===== src/rtl/cpu_bus_pkg.sv =====
// Shared definitions for the CPU bus interconnect blocks: arbitration modes
// and the channel-index width helper.
package cpu_bus_pkg;

    localparam logic PRIO_RR    = 1'b0;
    localparam logic PRIO_FIXED = 1'b1;

    // An index into a 1- or 2-entry table still needs one bit.
    function automatic int clog2_min1(input int n);
        return (n <= 2) ? 1 : $clog2(n);
    endfunction

endpackage


===== src/rtl/rr_arbiter.sv =====
// Combinational N-way arbiter: round-robin from ptr, or fixed priority with
// channel 0 highest. Produces a one-hot grant plus its encoded index.
module rr_arbiter
    import cpu_bus_pkg::*;
#(
    parameter  int N_CH = 4,
    localparam int CH_W = clog2_min1(N_CH)
) (
    input  logic [N_CH-1:0] req,
    input  logic [CH_W-1:0] ptr,
    input  logic            mode,
    output logic [N_CH-1:0] gnt,
    output logic [CH_W-1:0] gnt_idx,
    output logic            any
);

    int               start;
    int               cand;
    logic [CH_W-1:0]  cand_idx;

    // Scan N_CH slots from the start channel, wrapping past N_CH-1 to 0;
    // the first requester seen wins. Fixed mode simply starts at 0.
    always_comb begin
        gnt      = '0;
        gnt_idx  = '0;
        any      = 1'b0;
        cand     = 0;
        cand_idx = '0;
        start    = (mode == PRIO_FIXED) ? 0 : int'(ptr);
        for (int off = 0; off < N_CH; off++) begin
            cand = start + off;
            if (cand >= N_CH) cand = cand - N_CH;
            cand_idx = CH_W'(cand);
            if (!any && req[cand_idx]) begin
                any     = 1'b1;
                gnt_idx = cand_idx;
            end
        end
        if (any) gnt[gnt_idx] = 1'b1;
    end

endmodule


===== src/rtl/rr_bus_mux.sv =====
// Registered N-input bus multiplexer: arbitrates one source per transfer and
// presents it on a single registered output port.
module rr_bus_mux
    import cpu_bus_pkg::*;
#(
    parameter  int WIDTH = 16,
    parameter  int N_CH  = 4,
    localparam int CH_W  = clog2_min1(N_CH)
) (
    input  logic                  clk,
    input  logic                  rst_n,
    input  logic                  prio_mode,
    input  logic [N_CH-1:0]       in_valid,
    input  logic [N_CH*WIDTH-1:0] in_data,
    output logic [N_CH-1:0]       in_ready,
    output logic                  out_valid,
    output logic [WIDTH-1:0]      out_data,
    output logic [CH_W-1:0]       out_ch,
    input  logic                  out_ready
);

    // Handshake: a word moves on any rising edge where valid && ready are both
    // high on that link; a source holds valid/data steady until it sees ready,
    // and ready never depends on a word being dropped.
    logic              load_en;
    logic              take;
    logic [N_CH-1:0]   gnt;
    logic [CH_W-1:0]   gnt_idx;
    logic              any;
    logic [CH_W-1:0]   rr_ptr;
    logic [CH_W-1:0]   ptr_next;
    logic [WIDTH-1:0]  sel_data;

    rr_arbiter #(.N_CH(N_CH)) u_arb (
        .req     (in_valid),
        .ptr     (rr_ptr),
        .mode    (prio_mode),
        .gnt     (gnt),
        .gnt_idx (gnt_idx),
        .any     (any)
    );

    assign load_en  = !out_valid || out_ready;
    // Gate with rst_n so no source believes it was accepted during reset.
    assign in_ready = (load_en && rst_n) ? gnt : '0;
    assign take     = load_en && any;
    assign sel_data = in_data[gnt_idx*WIDTH +: WIDTH];
    assign ptr_next = (gnt_idx == CH_W'(N_CH - 1)) ? '0 : gnt_idx + 1'b1;

    always_ff @(posedge clk or negedge rst_n) begin
        if (!rst_n) begin
            out_valid <= 1'b0;
            out_data  <= '0;
            out_ch    <= '0;
            rr_ptr    <= '0;
        end else if (take) begin
            out_valid <= 1'b1;
            out_data  <= sel_data;
            out_ch    <= gnt_idx;
            rr_ptr    <= ptr_next;
        end else if (out_ready) begin
            out_valid <= 1'b0;
        end
    end

endmodule

===== config.mk =====
export PLATFORM = sky130hd
export DESIGN_NAME = rr_bus_mux
export DESIGN_NICKNAME = d
export VERILOG_FILES = /design/src/rtl/cpu_bus_pkg.sv /design/src/rtl/rr_arbiter.sv /design/src/rtl/rr_bus_mux.sv
export SDC_FILE = /design/constraint.sdc
export NUM_CORES = 1
export LEC_CHECK = 0
export ABC_CLOCK_PERIOD_IN_PS = 3700
export CORE_MARGIN = 2
export CORE_UTILIZATION = 55
export DETAILED_ROUTE_END_ITERATION = 12
export DONT_BUFFER_PORTS = 1
export PLACE_DENSITY = 0.7
export SYNTH_ARGS = -nofsm -noshare
export SYNTH_HDL_FRONTEND = slang
export SYNTH_SLANG_ARGS = --single-unit
export TNS_END_PERCENT = 5

===== constraint.sdc =====
create_clock -name clk -period 3.7 [get_ports clk]
set_clock_uncertainty 0.15 [all_clocks]
set_input_delay 0.37 -clock clk [delete_from_list [all_inputs] [get_ports clk]]
set_output_delay 0.37 -clock clk [all_outputs]
set_load 0.005 [all_outputs]

==> run_results.csv <==
group,metric,value,unit
status,status,"complete, no violations",
global_routing,grt_pass1_wl,5720,um
yosys,ys_top_cells_by_count,"26 x o211ai_1, 21 x dfrtp_1, 16 x a32oi_1, 16 x mux2i_1, 10 x nand2_1",
placement,dp_hpwl,2470,um
yosys,yosysTopAreaCellShare,35.8,%
timing,fmax,303,MHz
critical_path,r2r_slack,0.93,ns
drt,drt-total-wl,3430,um
pwr,sequentialPowerShare,48.2,%
min_path,whs_endpoint,"out_valid$_DFFE_PN0P_",
clock_network,cts_tree,"done",
global_routing,globalRoute.busiestLayer,"met2",
final_layout,finalNetCount,213,
timing,holdWs,0.0714,ns
global_routing,antenna_found_initial,0,
clock_network,post-cts-setup-buffers,0,
clock_network,clk_latency,0.30,ns
critical_path,crit_path_cell_trace,"nand2b_2 > mux4_2 > o31ai_1 > o31ai_2 > buf_4 > bufinv_8 > ha_1 > and3_1",
clock_network,cts_root_buf,"clkbuf_4",
final_layout,layout-drive-gt1-share,10.9,%
timing,fin_ws,0.397,ns
min_path,min_path_cells,2,
drt,post_drt_wl_per_cell,20.4,um
drt,ant_nets,0,
timing,worstMarginPinSlew,0.984,ns
global_routing,grt_pass1_vias,1250,
yosys,synth_cells,143,
critical_path,crit_fanout,35,
critical_path,cp.arrival,2.78,ns
yosys,ys_warn_count,0,
critical_path,crit_family,"buffers and inverters",
yosys,syn_area,0.00147,sq mm
pwr,power.share.clock,15.7,%
placement,place_area,0.00144,sq mm
critical_path,cp.depth,8,
die,coreArea,0.00250,sq mm
global_routing,grt_overflow_total,0,
global_routing,grt_max_degree,36,
yosys,syn_avg_cell_area,10.3,sq um
pwr,swShare,37.8,%
global_routing,grt_usage,22.7,%
drt,vias,1214,
timing,slew_viol_final,0,
yosys,synth-xor-area-share,0,%
final_layout,areaGrowthSynthToFinish,0.767,%
yosys,synth-simple-area-share,8.10,%
clock_network,cts.clk_slew.worst_paths,0.12,ns
final_layout,nFillCells,225,
critical_path,end_kind,"output port",
yosys,synth_fp_nets,217,
placement,portBuffers,0,
clock_network,h-tree-depth,1,
critical_path,worstReg2RegEnd,"out_data[14]$_DFFE_PN0P_",
clock_network,clock_sinks,21,
pwr,power,0.713,mW
pwr,peakVddDrop,0.341,mV
drt,via_per_inst,7.23,
pwr,leakage,0.598,nW
yosys,synth_top_family_by_area,"compound AO/OA/AOI/OAI gates",
timing,finalSetupViolCount,0,
critical_path,slowest_delay,0.53,ns
yosys,synth.most_common_cell,"o211ai_1",
die,die_y,55.7,um
timing,slew_headroom,34.2,%
yosys,synthAdderAreaFrac,1.71,%
clock_network,cts-buffers-inserted,3,
min_path,hold_path.class,"in2reg",
final_layout,multi_input_area,843,sq um
drt,drc,0,
yosys,synth-compound-area-share,34.9,%
global_routing,grt_util_met2,40.1,%
die,fp-row-count,18,
job,drv_cap,0,
timing,setup_tns,0,ns
yosys,seq_area_frac_synth,35.8,%
pwr,powerDensity,482,mW/mm^2
pwr,switchingPower,0.270,mW
yosys,ys_types,33,
die,start_util,58.7,%
yosys,ys_top_cells_by_area,"dfrtp_1 36%, o211ai_1 13%, mux2i_1 11%, a32oi_1 9.5%, o211ai_2 5.1%",
critical_path,reg2reg_depth,8,
final_layout,stdcell_area,0.00148,sq mm
critical_path,path_buf_inv,2,
critical_path,r2r_start,"rr_ptr[0]$_DFFE_PN0P_",
global_routing,met3_usage,4.88,%
die,die_area,0.00310,sq mm
placement,dp_slack,0.756,ns
yosys,synth_area_leader_cell,"dfrtp_1",
yosys,synth-main-ff-cell,"dfrtp_1",
min_path,min_from,"in_valid[3]",
timing,hold_viol,0,
clock_network,holdBufCountCts,1,
critical_path,crit_required,3.18,ns
yosys,async_reset_ff_share,100,%
drt,firstDrtPassIters,4,
timing,finalCritPeriodShare,89.3,%
critical_path,path_class,"reg2out",
yosys,muxShareOfSynthArea,12.4,%
drt,initialDrtViolationCount,64,
die,die_w,55.7,um
clock_network,cts_resized,0,
final_layout,final-seq-area,526,sq um
yosys,synth-edff-count,0,
timing,rsz0062_at_grt,"no",
yosys,synth_seq_cells,21,
placement,gp_congestion,0.929,
clock_network,cts_max_path_buffers,2,
final_layout,diodes,0,
die,ioPinCount,95,
critical_path,slowest_stage,"mux4_2",
pwr,p_int,0.443,mW
timing,fin_crit,3.30,ns
critical_path,cp-start-kind,"flop",
global_routing,grtUsageMet1,27.8,%
pwr,power.share.combinational,36.0,%
==> power groups by stage <==
| stage | clock (mW) | sequential, mW | combinational (mW) |
|---|---|---|---|
| after floorplan | 0 | 0.334 | 0.237 |
| after global placement | 0 | 0.347 | 0.243 |
| after detailed placement | 0 | 0.348 | 0.255 |
| after CTS | 0.115 | 0.344 | 0.261 |
| after global routing | 0.125 | 0.351 | 0.287 |
| final | 0.112 | 0.344 | 0.257 |
==> sequential cells by signal, indices dropped and copies added (netlist names) <==
register	cells
out_data	16
out_ch	2
rr_ptr	2
out_valid	1
==> per-layer routing <==
| metal | part of all wire (%) | up-vias |
|---|---|---|
| met5 | 0 | - |
| met4 | 0.55 | 0 |
| met3 | 9.1 | 2 |
| met2 | 52 | 66 |
| met1 | 39 | 573 |
| li1 | - | 573 |
==> cells in the final DEF, fill, tap and decap left out, drive strengths merged, types with 2 or more instances in the layout <==
cell    netlist  final
mux2i        16     16
inv           2      2
nand2        10     10
nor3          4      4
nor2          4      4
ha            2      2
o21ai         2      2
dfrtp        21     21
nand2b        3      3
o211ai       32     32
clkbuf        5      4
and3          2      2
o31ai         2      2
a32oi        16     16
a21oi         5      5
==> stage by stage <==
step,std cells,utilization [%]
2_1_floorplan,143,-
3_3_place_gp,163,57.7
3_5_place_dp,163,57.7
4_1_cts,168,59.2
5_1_grt,168,59.2
6_report,168,59.2
==> worst max-delay path by stage <==
| stage | slack (ns) | endpoint | start |
|---|---|---|---|
| 4_1_cts | 0.38 | in_ready[2] | rr_ptr[0]$_DFFE_PN0P_ |
| 5_1_grt | 0.22 | in_ready[2] | rr_ptr[0]$_DFFE_PN0P_ |
| 3_3_place_gp | 0.81 | in_ready[2] | rr_ptr[0]$_DFFE_PN0P_ |
| 2_1_floorplan | 1.12 | in_ready[2] | rr_ptr[0]$_DFFE_PN0P_ |
| 6_report | 0.40 | in_ready[2] | rr_ptr[0]$_DFFE_PN0P_ |
| 3_5_place_dp | 0.76 | in_ready[2] | rr_ptr[0]$_DFFE_PN0P_ |
==> cells by family after synthesis <==
| kind of cell | after synthesis |
|---|---|
| adders and majority gates | 2 |
| DFF | 21 |
| buffers and inverters | 15 |
| and+or+nand+nor | 25 |
| AOI/OAI and AO/OA | 63 |
| muxes | 17 |
==> area by class of cell <==
cell class | instances | share of cell area [%]
Clock buffer | 4 | 1.78
Multi-Input combinational cell | 107 | 57.0
Timing Repair Buffer | 2 | 1.18
Inverter | 4 | 1.95
Sequential cell | 21 | 35.5
Tap cell | 30 | 2.54
No activity file was read; power rests on OpenSTA's default activity.
